## src/rtl/fpnew_pkg.sv

```systemverilog
// Shared floating-point format definitions and helpers for the fpnew div/sqrt slice.
// Mantissa widths per format drive operand sizing and iteration counts.
package fpnew_pkg;

  localparam int unsigned NUM_FP_FORMATS = 5;
  localparam int unsigned FP_FORMAT_BITS = $clog2(NUM_FP_FORMATS);

  typedef enum logic [FP_FORMAT_BITS-1:0] {
    FP32    = 'd0,
    FP64    = 'd1,
    FP16    = 'd2,
    FP8     = 'd3,
    FP16ALT = 'd4
  } fp_format_e;

  typedef logic [0:NUM_FP_FORMATS-1] fmt_logic_t;

  function automatic int unsigned man_bits(fp_format_e fmt);
    case (fmt)
      FP32:    return 23;
      FP64:    return 52;
      FP16:    return 10;
      FP8:     return 2;
      FP16ALT: return 7;
      default: return 0;
    endcase
  endfunction

  function automatic int unsigned max_man_bits(fmt_logic_t cfg);
    int unsigned res;
    res = 0;
    for (int unsigned i = 0; i < NUM_FP_FORMATS; i++) begin
      if (cfg[i] && (man_bits(fp_format_e'(FP_FORMAT_BITS'(i))) > res)) begin
        res = man_bits(fp_format_e'(FP_FORMAT_BITS'(i)));
      end
    end
    return res;
  endfunction

  // Integer bit, mantissa bits, guard and round: one quotient/root bit per iteration.
  function automatic int unsigned divsqrt_iters(fp_format_e fmt);
    return man_bits(fmt) + 3;
  endfunction

endpackage

```

## src/rtl/fpnew_divsqrt_iter_core.sv

```systemverilog
// Iterative radix-2 restoring mantissa divide / square-root engine.
// Produces a left-aligned quotient or root plus a sticky bit for the rounding stage.
module fpnew_divsqrt_iter_core
  import fpnew_pkg::*;
#(
  parameter fmt_logic_t FpFmtConfig = '1,
  localparam int unsigned MANT_WIDTH = max_man_bits(FpFmtConfig) + 1,
  localparam int unsigned RES_WIDTH  = MANT_WIDTH + 2
) (
  input  logic                  clk_i,
  input  logic                  rst_ni,
  input  logic                  div_start_i,
  input  logic                  sqrt_start_i,
  input  logic                  kill_i,
  input  fp_format_e            fp_fmt_i,
  input  logic [MANT_WIDTH-1:0] op_a_i,
  input  logic [MANT_WIDTH-1:0] op_b_i,
  input  logic [MANT_WIDTH:0]   radicand_i,
  output logic                  ready_o,
  output logic                  done_o,
  output logic                  busy_o,
  output logic [RES_WIDTH-1:0]  result_o,
  output logic                  sticky_o
);

  // Sqrt remainder can grow to twice the partial root plus two shifted-in bits.
  localparam int unsigned REM_WIDTH = RES_WIDTH + 3;
  localparam int unsigned CNT_WIDTH = $clog2(RES_WIDTH + 1);

  typedef enum logic [1:0] {IDLE, BUSY, DONE} state_e;

  state_e                state_q;
  logic                  is_sqrt_q;
  logic [CNT_WIDTH-1:0]  cnt_q, iters_q, iters_sel, shamt;
  logic [REM_WIDTH-1:0]  rem_q, rem_d, rem_sh, trial, diff;
  logic [RES_WIDTH-1:0]  quot_q, quot_d, result_q;
  logic [MANT_WIDTH-1:0] divisor_q;
  logic [MANT_WIDTH:0]   rad_q, rad_d;
  logic                  q_bit, sticky_q, start, last_iter;

  assign start     = div_start_i | sqrt_start_i;
  assign iters_sel = FpFmtConfig[fp_fmt_i] ? CNT_WIDTH'(divsqrt_iters(fp_fmt_i))
                                           : CNT_WIDTH'(RES_WIDTH);
  assign last_iter = (cnt_q == iters_q - 1'b1);
  assign shamt     = CNT_WIDTH'(RES_WIDTH) - iters_q;

  // One restoring step: divide compares against the divisor, sqrt against (Q<<2)|1.
  always_comb begin
    rem_sh = rem_q;
    trial  = {{(REM_WIDTH-MANT_WIDTH){1'b0}}, divisor_q};
    rad_d  = rad_q;
    if (is_sqrt_q) begin
      rem_sh = {rem_q[REM_WIDTH-3:0], rad_q[MANT_WIDTH -: 2]};
      trial  = {1'b0, quot_q, 2'b01};
      rad_d  = {rad_q[MANT_WIDTH-2:0], 2'b00};
    end
    q_bit  = (rem_sh >= trial);
    diff   = q_bit ? (rem_sh - trial) : rem_sh;
    rem_d  = is_sqrt_q ? diff : {diff[REM_WIDTH-2:0], 1'b0};
    quot_d = {quot_q[RES_WIDTH-2:0], q_bit};
  end

  always_ff @(posedge clk_i or negedge rst_ni) begin
    if (!rst_ni) begin
      state_q   <= IDLE;
      is_sqrt_q <= 1'b0;
      cnt_q     <= '0;
      iters_q   <= '0;
      rem_q     <= '0;
      quot_q    <= '0;
      divisor_q <= '0;
      rad_q     <= '0;
      result_q  <= '0;
      sticky_q  <= 1'b0;
    end else if (kill_i) begin
      state_q <= IDLE;
    end else begin
      case (state_q)
        IDLE, DONE: begin
          if (start) begin
            state_q   <= BUSY;
            is_sqrt_q <= ~div_start_i;
            iters_q   <= iters_sel;
            cnt_q     <= '0;
            quot_q    <= '0;
            divisor_q <= op_b_i;
            rad_q     <= radicand_i;
            rem_q     <= div_start_i ? {{(REM_WIDTH-MANT_WIDTH){1'b0}}, op_a_i} : '0;
          end else begin
            state_q <= IDLE;
          end
        end
        BUSY: begin
          rem_q  <= rem_d;
          quot_q <= quot_d;
          rad_q  <= rad_d;
          cnt_q  <= cnt_q + 1'b1;
          // Result is captured only here so it stays stable across later starts and kills.
          if (last_iter) begin
            state_q  <= DONE;
            result_q <= quot_d << shamt;
            sticky_q <= |rem_d;
          end
        end
        default: state_q <= IDLE;
      endcase
    end
  end

  assign ready_o  = (state_q != BUSY);
  assign done_o   = (state_q == DONE);
  assign busy_o   = (state_q == BUSY);
  assign result_o = result_q;
  assign sticky_o = sticky_q;

endmodule

```

## config.mk

```make
export PLATFORM = sky130hd
export DESIGN_NAME = fpnew_divsqrt_iter_core
export DESIGN_NICKNAME = d
export VERILOG_FILES = /design/src/rtl/fpnew_pkg.sv /design/src/rtl/fpnew_divsqrt_iter_core.sv
export SDC_FILE = /design/constraint.sdc
export NUM_CORES = 1
export LEC_CHECK = 0
export CAP_MARGIN = 40
export CORE_UTILIZATION = 59
export DETAILED_ROUTE_END_ITERATION = 8
export PLACE_DENSITY = 0.88
export RECOVER_POWER = 100
export SYNTH_ARGS = -nofsm -noshare
export SYNTH_HDL_FRONTEND = slang
export SYNTH_SLANG_ARGS = --single-unit
```

## constraint.sdc

```tcl
create_clock -name clk_i -period 15.84 [get_ports clk_i]
set_input_delay 3.168 -clock clk_i [delete_from_list [all_inputs] [get_ports clk_i]]
set_output_delay 3.168 -clock clk_i [all_outputs]
set_load 0.02 [all_outputs]
```

==> summary.txt <==
Status
  • Run status: finished, violations left
  • Violated checks: max-capacitance violations, max-slew violations

Global routing
  • First-pass GRT wire length: 115 mm
  • Initial antenna violation count: 1
  • GRT overflow: 0
  • Vias in the first global route: roughly 20000
  • Gr usage total: 0.411
  • Largest net degree at the start of global routing: 150

Worst setup path
  • Worst Setup Start Kind: register
  • Crit Path Class: reg -> reg
  • Setup crit end kind: register
  • Arr. time, crit path: 11.03 ns
  • Max Fanout on Critical Path: approximately 150
  • CP required: 16.24 ns
  • R2r setup slk: 5.21 ns
  • R2r worst-path depth: 18

Timing
  • Highest clock rate: 94.1 MHz
  • Final worst-path cycle share: 0.671
  • Worst Skew: approximately 0.013 ns
  • Rel. slew slack: -1.52
  • Worst Tran Pin Value: 3.78 ns
  • Final worst slack: 5.21 ns
  • Setup Viol. Count Final: 0
  • Final Hold Vio Count: 0
  • Count of final max-slew check failures: 830
  • WHS: between 0.4 and 0.5 ns
  • RSZ-0062 raised after global routing: false
  • Setup TNS: 0 ns
  • Final Critical Period: 10.63 ns

Yosys
  • Async S/R FF share, synth: 1.00
  • Ys Warns: 0
  • Mapped Area: 0.0211 mm²
  • Post-synth EDFFs: 0
  • Cells after synthesis: between 2000 and 3000
  • Syn Area/Cell: 8.33 µm²
  • Yosys cell types: 80
  • Syn nets: 2765
  • Top FF cell, synth: dfrtp_1
  • Seq/Total Area, Yosys: 0.345
  • Synthesized flop and latch total: 291

Power and ir drop
  • Total power: 0.00644 W
  • Sequential share of power: 0.192
  • Clock power frac: 0.129
  • Internal power: ~0.0031 W
  • Switching power: about 0.0034 W
  • Leak: between 10 and 15 nW
  • PwrDens: 261 mW/mm²
  • Comb pwr share: 0.679
  • Peak VDD IR: around 160 µV
  • Net Sw Frac: 0.524

Finish
  • Non-Filler Instances: 3118
  • Share of layout cells above drive strength 1: 0.0763
  • Synth-to-Final Area Change: 16.8%
  • Nets@finish: 2869

Clock tree
  • CTS Buf Count: 34
  • Worst-Skew Late Latency: 0.56 ns
  • Clock transition at path regs: approximately 0.06 ns
  • Clock buffer depth: 3
  • Hold Buf Count CTS: 0
  • # Post-CTS Setup Buffers: 0
  • TritonCTS clock tree: done
  • CTS Root Cell: clkbuf_16
  • CTS sink cnt: 291
  • Deepest level of the CTS H-tree: 2
  • Resized cells post-CTS: 0

Floorplanning
  • Full die area: approximately 0.037 mm²
  • Initial Util: 0.606
  • Die Span Y: 191 µm
  • Die Wd: 191 µm
  • Core area: 0.0349 mm²
  • Rows: 68
  • # IOs: approximately 230

Placement
  • Cells after DPL: 3058
  • HPWL Detailed: 54.4 mm
  • GP Congestion: 1.10
  • Port Buffers: ~230
  • Pre-CTS setup slack: 9.31 ns

Routing
  • Vias: 20900
  • Drt wl/cell: 24.0 µm
  • DR pass1 iterations: 6
  • Number of remaining DRC errors: 0
  • Number of DRC markers in iteration 0: 2506
  • Final WL: 74.8 mm
  • Drt via density: 6.69
  • Antenna Nets Post-Route: 0

Run
  • Max cap viols: 13

Hold path
  • Worst hold path type: reg -> reg
  • Hold Crit Depth: 2
per-stage QoR:
step	utilization	cell area, µm²
2_1_floorplan	-	21100
3_3_place_gp	0.672	23500
3_5_place_dp	0.677	23600
4_1_cts	0.710	24800
5_1_grt	0.707	24700
6_report	0.707	24700
cells in the final DEF (no fill, tap or decap), types with 55 or more instances in the layout:
cell and n:
nand2_1 545, dfrtp_1 287, o21ai_0 251, nor2_1 171, clkdlybuf4s50_1 166, mux2i_1 164
a21oi_1 144, a22o_1 74, a31oi_1 62, ha_1 61, dlygate4sd3_1 58, nand3_1 55
sequential cells by signal, indices dropped and copies added, names as in the netlist:
signal / cells
cnt_q: 6
rem_q: 58
state_q: 2
divisor_q: 53
result_o: 55
quot_q: 55
rad_q: 54
is_sqrt_q: 1
iters_q: 6
sticky_o: 1
path summary, 6_finish.rpt:
kind,to,start
max,sticky_o$_DFFE_PN0P_,is_sqrt_q$_DFFE_PN0P_
min,divisor_q[1]$_DFFE_PN0P_,divisor_q[1]$_DFFE_PN0P_
max reg2reg,sticky_o$_DFFE_PN0P_,is_sqrt_q$_DFFE_PN0P_
min reg2reg,divisor_q[1]$_DFFE_PN0P_,divisor_q[1]$_DFFE_PN0P_
max in group asynchronous,rem_q[5]$_DFFE_PN0P_,rst_ni
min in group asynchronous,result_o[16]$_DFFE_PN0P_,rst_ni
routing by layer:
| metal | vias up | global-route usage | share of wire |
|---|---|---|---|
| met3 | 244 | 0.0797 | 0.090 |
| li1 | 9335 | - | - |
| met1 | 10100 | 0.534 | 0.39 |
| met2 | 1212 | 0.662 | 0.46 |
| met5 | - | 0 | 0.00017 |
| met4 | 2 | 0.194 | 0.053 |
cells in the mapped netlist (all sizes together) (5+ instances only):
library cell,number,area share
dfrtp,291,0.34
a21oi,146,0.035
nor4,13,0.0041
o21ai,255,0.061
a22o,74,0.031
clkbuf,143,0.025
nor2,173,0.031
a211o,5,0.0021
o21a,15,0.0054
buf,48,0.011
o21bai,8,0.0028
nor3,23,0.0054
or2,6,0.0018
o211ai,31,0.011
nand2,546,0.097
a211oi,24,0.0085
o31ai,6,0.0021
and3,13,0.0039
and2,7,0.0021
a31oi,62,0.018
nor2b,10,0.0030
inv,37,0.0066
mux2,55,0.029
a311o,6,0.0028
a22oi,5,0.0018
a311oi,6,0.0025
a21o,16,0.0057
xor2,32,0.013
nand4,34,0.010
nand2b,11,0.0033
mux4,45,0.048
xnor2,35,0.015
nand3,55,0.013
mux2i,164,0.078
ha,61,0.036
or3,16,0.0047
worst max-delay path, cell delays in order (launching register included):
cell and delay [ns]:
dfrtp_1 2.16, buf_12 0.65, inv_1 0.16, clkbuf_1 0.70
nand2_1 0.29, nand2_1 0.10, ha_1 0.36, o211ai_1 0.19
a21oi_1 0.10, o21ai_0 0.68, a2111oi_0 0.24, a2111o_1 0.48
nor2_1 0.95, clkbuf_1 1.54, nor2_1 0.40, a211o_1 0.40
or4_1 0.62, nor4_1 0.22, a31oi_1 0.13
cell families (layout without fill, tap and decap cells):
| logic type | after synthesis | after routing | share of synthesized area |
|---|---|---|---|
| adders and majority gates | 62 | 62 | 0.0371 |
| buffers and inverters | 231 | 358 | 0.0440 |
| and+or+nand+nor | 923 | 923 | 0.185 |
| muxes | 264 | 264 | 0.155 |
| other | 0 | 1 | 0 |
| DFF | 291 | 291 | 0.345 |
| xor gates and xnor gates | 67 | 67 | 0.0278 |
| AOI/OAI and AO/OA | 697 | 697 | 0.206 |
cell type report:
type	instances	area, µm²
multi-input combinational	2013	13000
inverter	40	151
clock inverter	16	209
fill	2663	10200
sequential	291	7290
tap	455	569
clock buffer	43	955
antenna	1	2.50
timing repair buffer	259	2540
power by group through the flow:
stage / sequential [W] / clock, W / combinational [W]
after floorplan: 0.00114 / 0 / 0.00304
after global placement: 0.00122 / 0 / 0.00413
after detailed placement: 0.00123 / 0 / 0.00422
after CTS: 0.00122 / 0.000838 / 0.00426
after global routing: 0.00125 / 0.000867 / 0.00470
final: 0.00124 / 0.000832 / 0.00437
No activity file was read; power rests on OpenSTA's default activity.
